==> config.mk <==
export PLATFORM = sky130hd
export DESIGN_NAME = trigger_unit
export DESIGN_NICKNAME = d
export VERILOG_FILES = /design/src/rtl/trigger_unit.sv
export SDC_FILE = /design/constraint.sdc
export NUM_CORES = 1
export LEC_CHECK = 0
export CORE_MARGIN = 4
export CORE_UTILIZATION = 47
export CTS_BUF_LIST = sky130_fd_sc_hd__clkbuf_8
export DETAILED_ROUTE_END_ITERATION = 8
export GPL_TIMING_DRIVEN = 0
export PLACE_DENSITY = 0.78
export SLEW_MARGIN = 20
export SYNTH_ARGS = -nofsm -noshare
export SYNTH_HDL_FRONTEND = slang
export SYNTH_SLANG_ARGS = --single-unit
==> constraint.sdc <==
create_clock -name clk -period 1.9 [get_ports clk]
set_input_delay 0.38 -clock clk [delete_from_list [all_inputs] [get_ports clk]]
set_output_delay 0.38 -clock clk [all_outputs]
set_load 0.02 [all_outputs]
==> src/rtl/trigger_unit.sv <==
// Masked value/edge trigger generator feeding the logic-analyzer capture core.
// Optional TRIGGER_EXT_EN adds a synchronized external trigger input.
module trigger_unit #(
  parameter int DATA_WIDTH  = 8,
  parameter int COUNT_WIDTH = 8
) (
  input  logic                   clk,
  input  logic                   reset,
  input  logic [DATA_WIDTH-1:0]  i_data,
  input  logic [DATA_WIDTH-1:0]  i_value,
  input  logic [DATA_WIDTH-1:0]  i_mask,
  input  logic [1:0]             i_edge_mode,
  input  logic [COUNT_WIDTH-1:0] i_count,
  input  logic                   i_arm,
  input  logic                   i_primed,
`ifdef TRIGGER_EXT_EN
  input  logic                   i_ext_trigger,
`endif
  output logic                   o_trigger,
  output logic                   o_armed,
  output logic [COUNT_WIDTH-1:0] o_hits
);

  typedef enum logic [1:0] {
    IDLE,
    WAIT_PRIMED,
    ARMED,
    FIRED
  } state_t;

  state_t state, state_n;

  logic [DATA_WIDTH-1:0]  value_l, mask_l, data_d;
  logic [1:0]             mode_l;
  logic [COUNT_WIDTH-1:0] count_l, hits, hits_inc, target;
  logic                   match, match_d, first_q;
  logic                   cmp_evt, evt;
  logic                   latch_cfg, inc_hits;

  assign match    = ((i_data ^ value_l) & mask_l) == '0;
  assign hits_inc = hits + COUNT_WIDTH'(1);
  assign target   = (count_l == '0) ? COUNT_WIDTH'(1) : count_l;
  assign o_hits   = hits;

  always_comb begin
    cmp_evt = 1'b0;
    unique case (mode_l)
      2'd0: cmp_evt = match;
      2'd1: cmp_evt = match & ~match_d;
      2'd2: cmp_evt = ~match & match_d;
      default: cmp_evt = ((i_data ^ data_d) & mask_l) != '0;
    endcase
  end

`ifdef TRIGGER_EXT_EN
  logic [2:0] ext_sync;
  logic       ext_evt;

  always_ff @(posedge clk or negedge reset) begin
    if (!reset) begin
      ext_sync <= '0;
      ext_evt  <= 1'b0;
    end else begin
      ext_sync <= {ext_sync[1:0], i_ext_trigger};
      ext_evt  <= ext_sync[1] & ~ext_sync[2];
    end
  end

  assign evt = cmp_evt | ext_evt;
`else
  assign evt = cmp_evt;
`endif

  // first ARMED cycle only loads edge history, so arming never fires an edge
  always_comb begin
    state_n   = state;
    latch_cfg = 1'b0;
    inc_hits  = 1'b0;
    unique case (state)
      IDLE: begin
        if (i_arm) begin
          state_n   = WAIT_PRIMED;
          latch_cfg = 1'b1;
        end
      end
      WAIT_PRIMED: begin
        if (!i_arm)        state_n = IDLE;
        else if (i_primed) state_n = ARMED;
      end
      ARMED: begin
        if (!i_arm) begin
          state_n = IDLE;
        end else if (evt && !first_q) begin
          inc_hits = 1'b1;
          if (hits_inc == target) state_n = FIRED;
        end
      end
      FIRED: begin
        if (!i_arm) state_n = IDLE;
      end
      default: state_n = IDLE;
    endcase
  end

  always_ff @(posedge clk or negedge reset) begin
    if (!reset) begin
      state     <= IDLE;
      value_l   <= '0;
      mask_l    <= '0;
      mode_l    <= '0;
      count_l   <= '0;
      hits      <= '0;
      match_d   <= 1'b0;
      data_d    <= '0;
      first_q   <= 1'b0;
      o_trigger <= 1'b0;
      o_armed   <= 1'b0;
    end else begin
      state     <= state_n;
      match_d   <= match;
      data_d    <= i_data;
      first_q   <= (state != ARMED);
      o_trigger <= (state == FIRED) & i_arm;
      o_armed   <= (state_n == ARMED);
      if (latch_cfg) begin
        value_l <= i_value;
        mask_l  <= i_mask;
        mode_l  <= i_edge_mode;
        count_l <= i_count;
        hits    <= '0;
      end else if (inc_hits) begin
        hits    <= hits_inc;
      end
    end
  end

endmodule

==> results.yml <==
critical_path:
  end_kind: "flip-flop"
  worst_path_largest_cell_delay_ns: 0.54
  critPathRequiredTime_ns: 2.11
  worstSetupPathType: "reg2reg"
  reg2reg_slack_ns: -0.17
  start_kind: "flip-flop"
  path_cells: "ha_4 -> nand3_2 -> xor2_2 -> xor2_1 -> o2111ai_1 -> or4_4 -> and3_4"
  crit_arrival_ns: 2.27
  cp_slowest_cell: "or4_4"
  crit_fanout: 5
placement:
  io_buffers: 47
  placed_area_um2: 2790
  dpl.hpwl_um: 3400
  gp_congestion: 0.721
  numPlacedInstances: 279
sta:
  slew_viol_final: 0
  relSlewSlack: 0.658
  post-route-min-period_ns: 2.07
  fmax_mhz: 484
  rsz0062_at_grt: "yes"
  setup_viol_count_final: 6
  worst_slew_pin_slew_ns: 0.513
  hold_viol_final: 0
  clock-skew-final_ns: 0.00550
  fin_crit_sh: 1.09
  whs_ns: 0.0317
  final.setup.worst_slack_ns: -0.168
yosys:
  synthTopCellsByArea: "dfrtp_1, mux2_2, xor2_1, xnor2_1, nand3_1"
  synthArstFlopShare: 1.00
  synth-seq-cells: 48
  synth.distinct_cells: 33
  synth_flop_cell: "dfrtp_1"
  synth-edff-count: 0
  synthCells: 179
  yosysTopAreaCellShare: 0.545
  syn-cell-area_um2: 2200
  syn_area_per_cell_um2: 12.3
  ys_seq_area_frac: 0.545
  synth_top_area_cell: "dfrtp_1"
  yosys_warnings: 0
  synth_nets: 218
power:
  p_switching_uw: 698
  p_int_uw: 1760
  finalPower_uw: 2460
  p_leak_uw: 0.00129
  powerDensity_nw_per_um2: 785
  combPwrFrac: 0.212
  vdd_drop_max_mv: 0.509
  clkPwrFrac: 0.266
  p_seq_frac: 0.523
  netSwitchingFraction: 0.284
floorplan:
  die_h_um: 76.5
  fp.dieW_um: 76.5
  rows: 24
  dieArea_um2: 5850
  initial_core_util: 0.496
  core_area_um2: 4440
  io_pins: 48
drt:
  drc_errors: 0
  antenna_left: 0
  vias_per_cell: 5.50
  wl_per_cell_um: 16.7
  first_iter_violations: 125
  vias: 1673
  firstDrtPassIters: 4
  wirelength_um: 5080
clock_tree:
  clk_pin_slew_ns: 0.09
  hold_buffers: 0
  cts_tree: "yes"
  clockBufferDepth: 2
  numCtsBuffers: 5
  cts.sinks: 48
  clock_latency_ns: 0.31
  cts-root-buf: "clkbuf_8"
  ctsHtreeMaxLevel: 2
global_route:
  use_met1: 0.230
  grt_pass1_wl_um: 8320
  gr-usage-met2: 0.291
  first_global_vias: 1720
  grt.met3_usage: 0.0520
  busiest_layer: "met2"
  antenna_found_initial: 0
  grtUsageTotal: 0.180
  overflow: 0
  grt_max_degree: 28
cells_and_area:
  instances_no_fill: 304
  layout.nets: 290
  diodes: 0
  fillCellCount: 322
  final_core_util: 0.706
  final_area_um2: 3140
  multiInputGateArea_um2: 1120
  area.sequential_um2: 1210
  drive_above_1_share: 0.341
  area_growth_pct: 42.2
run:
  max_cap_violations: 0
status:
  violations: "setup timing"
  outcome: "complete, but fails checks"
min_path:
  hp-class: "in2async"
[layout make-up]
class,count,share of cell area
timing repair buffer,65,0.194
inverter,2,0.00239
clock buffer,6,0.0263
buffer,3,0.00958
clock inverter,2,0.00479
tap,52,0.0208
multi-input combinational,126,0.357
sequential,48,0.385
[metal layers]
layer	wire, µm	vias to the layer above
met5	0	-
met4	84	0
met2	2540	46
met3	225	6
met1	2220	835
li1	-	786
[Yosys cell counts (2+ instances only)]
cell type	number
dfrtp_1	48
inv_1	2
a21o_1	2
nand3_1	9
a211o_1	2
or3_1	2
a22oi_1	6
a21oi_1	5
nand2b_1	4
nor2_1	7
nand2_1	9
xnor2_1	7
and3_1	3
clkbuf_1	3
o21ai_0	7
nor3_1	4
mux2_2	26
xor2_1	18
[through the flow]
stage | setup WS [ns] | TNS [ns]
3_5_place_dp | -0.792 | -22.11
2_1_floorplan | -0.0577 | -0.0577
6_report | -0.168 | -0.619
5_1_grt | -0.262 | -1.98
3_3_place_gp | -1.03 | -63.93
4_1_cts | -0.201 | -1.02
[state kept, by name (all words and copies together), names as in the netlist]
name / flops
count_l: 8
data_d: 8
mask_l: 8
o_hits: 8
value_l: 8
mode_l: 2
state: 2
first_q: 1
match_d: 1
o_armed: 1
o_trigger: 1
[kinds of logic after synthesis]
group,after synthesis,synth area share
mux,26,0.133
fa+ha+maj,1,0.00567
compound gates,30,0.105
flops,48,0.545
simple gates,44,0.104
buf+inv,5,0.00851
xor+xnor,25,0.0993
[cell usage in the layout, fill, tap and decap left out, types with 3 or more instances in the layout]
master	instances
dfrtp_1	43
clkdlybuf4s50_1	37
mux2_2	26
buf_4	17
xor2_1	16
nand2_1	8
dlygate4sd2_1	8
nor2_1	7
xnor2_1	7
a22oi_1	6
clkbuf_8	6
dfrtp_2	5
nand2b_1	4
nand3_1	3
nor3_1	3
a21oi_1	3
nand3_2	3
nand3_4	3
o21ai_2	3
[power by group through the flow]
stage / Clock, µW / Sequential (µW) / Combinational (µW)
floorplan: 0 / 1270 / 308
global placement: 0 / 1290 / 461
detailed placement: 0 / 1300 / 478
CTS: 669 / 1280 / 487
global route: 713 / 1310 / 575
finish: 654 / 1290 / 521
[critical path, delay by kind of cell (launching register included)]
family,cells,cell delay (ns)
XOR/XNOR,2,0.40
AO/OA/AOI/OAI,1,0.14
adder cells (fa/ha/maj),1,0.18
AND/OR/NAND/NOR,3,0.78
flip-flops,1,0.46
[timing repair]
| action | CTS | global route |
|---|---|---|
| resized for setup | 30 | 15 |
| pin swaps | 4 | 7 |
| buffers inserted | 2 | 14 |
| cloned | 1 | 0 |
| setup endpoints to repair | 30 | 30 |
[final timing paths]
| path | end | startpoint | cells past startpoint |
|---|---|---|---|
| min reg2reg | count_l[0] | count_l[0] | 1 |
| min in group clk | data_d[7] | i_data[7] | 1 |
| max in group asynchronous | o_hits[3] | reset | 2 |
| max reg2reg | o_armed | o_hits[0] | 7 |
| min | mask_l[3] | reset | 1 |
| max | o_armed | o_hits[0] | 7 |
Power figures use the tool's default switching activity.
==> RTL edit: new RTL, same flow settings <==
`DATA_WIDTH`: 8 -> 7.
--- a/src/rtl/trigger_unit.sv
+++ b/src/rtl/trigger_unit.sv
@@ -2,5 +2,5 @@
 // Optional TRIGGER_EXT_EN adds a synchronized external trigger input.
 module trigger_unit #(
-  parameter int DATA_WIDTH  = 8,
+  parameter int DATA_WIDTH  = 7,
   parameter int COUNT_WIDTH = 8
 ) (
Interface: changed (resized i_data, i_mask and i_value); port bits go from 48 to 45. The function was not compared with the original's and may differ.
==> RTL edit against the original RTL <==
- the run still ends with setup timing left
- die area down 3.3%
- final area shrank 9.8%
- power decreased by 8.0%
- critical path depth up 1
- sequential cell count is 3 lower
- final cell count up 12%
- area after synthesis down 3.7%
- sequential power is 8% lower
- worst setup slack got worse by 0.15 ns
- wire length is 1.9% lower
- core utilization decreased by 5.6 points
- largest power group unchanged
==> RTL edit: results <==
metrics = {
    "outcome": {
        "violations": "setup timing",
        "status": "complete, but fails checks",
    },
    "final_layout": {
        "nNetsFinal": 323,
        "final_layout_size_suffix_gt1_share_pct": 10.4,
        "fill_cells": 340,
    },
    "synthesis": {
        "syn_nets": 262,
        "yosys.area_share.xor_xnor_pct": 9.49,
        "synthAdderAreaFrac_pct": 0.589,
        "ys_types": 38,
        "synth_area_leaders": "dfrtp_1 (53%), nand2_1 (15%), xor2_1 (7.8%)",
        "synth_compound_area_share_pct": 10.0,
    },
    "placement": {
        "place.gp.congestion": 0.822,
        "post-place-ws_ns": -1.00,
        "hpwl_um": 3450,
        "port_buffers": 44,
    },
    "power": {
        "pg_comb_mw": 0.510,
        "peakVddDrop_mv": 0.490,
        "leakagePower_nw": 1.34,
        "seq_power_mw": 1.19,
    },
    "global_routing": {
        "grt_util_all_layers_pct": 18.2,
        "grt_pass1_wl_um": 7710,
        "grt_max_degree": 26,
    },
    "routing": {
        "drt-total-wl_um": 4980,
        "dr.pass1.iters": 5,
    },
    "timing": {
        "skew_ns": 0.00670,
        "max_slew_margin_pct": 67.2,
        "timing.final.ws_setup_ns": -0.314,
        "setup_viol": 10,
    },
}
## RTL edit: what timing repair did
item	4_1_cts	5_1_grt
cloned	1	0
setup buffers	6	2
setup endpoints to repair	30	27
pin swaps	5	5
gates resized for setup	10	16
## RTL edit: final timing paths
path	start	depth (start not counted)	endpoint	slack [ns]
setup / recovery	value_l[0]	8	o_armed	-0.31
hold / removal	reset	1	value_l[0]	0.03
setup reg to reg	value_l[0]	8	o_armed	-0.31
hold reg to reg	count_l[0]	2	count_l[0]	0.50
max in group asynchronous	reset	2	o_hits[1]	1.37
min in group clk	i_data[6]	1	data_d[6]	0.39
## RTL edit: stage by stage
step | cells | utilization, % | total power, mW | hold WS (ns) | instance area (um^2)
final | 340 | 65.0 | 2.26 | 0.0334 | 2830
after floorplan | 226 | - | 1.45 | 0.0844 | 2120
after detailed placement | 323 | 60.7 | 1.65 | 0.371 | 2640
after CTS | 338 | 63.9 | 2.26 | 0.0494 | 2780
after global routing | 340 | 65.0 | 2.38 | 0.0567 | 2830
after global placement | 322 | 60.4 | 1.63 | 0.465 | 2630
## RTL edit: final cells by class
type | instances | area share, %
Sequential cell | 45 | 39.8
Multi-Input combinational cell | 171 | 34.7
Timing Repair Buffer | 54 | 18.2
Clock buffer | 5 | 2.43
Tap cell | 52 | 2.30
Buffer | 8 | 1.77
Clock inverter | 3 | 0.531
Inverter | 2 | 0.265
## RTL edit: worst max-delay path, cell delays in order (launching register included)
cell and delay (ns):
dfrtp_1 0.40, xor2_1 0.16, a222oi_1 0.31, buf_4 0.17, nand4_1 0.13, o211a_4 0.28
or2_4 0.23, buf_6 0.13, o311a_1 0.28
## RTL edit: metal layers
layer,vias up,GRT usage [%],routed length [um]
li1,878,-,-
met1,807,25.2,2340
met2,41,28.7,2350
met3,4,4.41,244
met4,0,4.66,41
met5,-,0,0
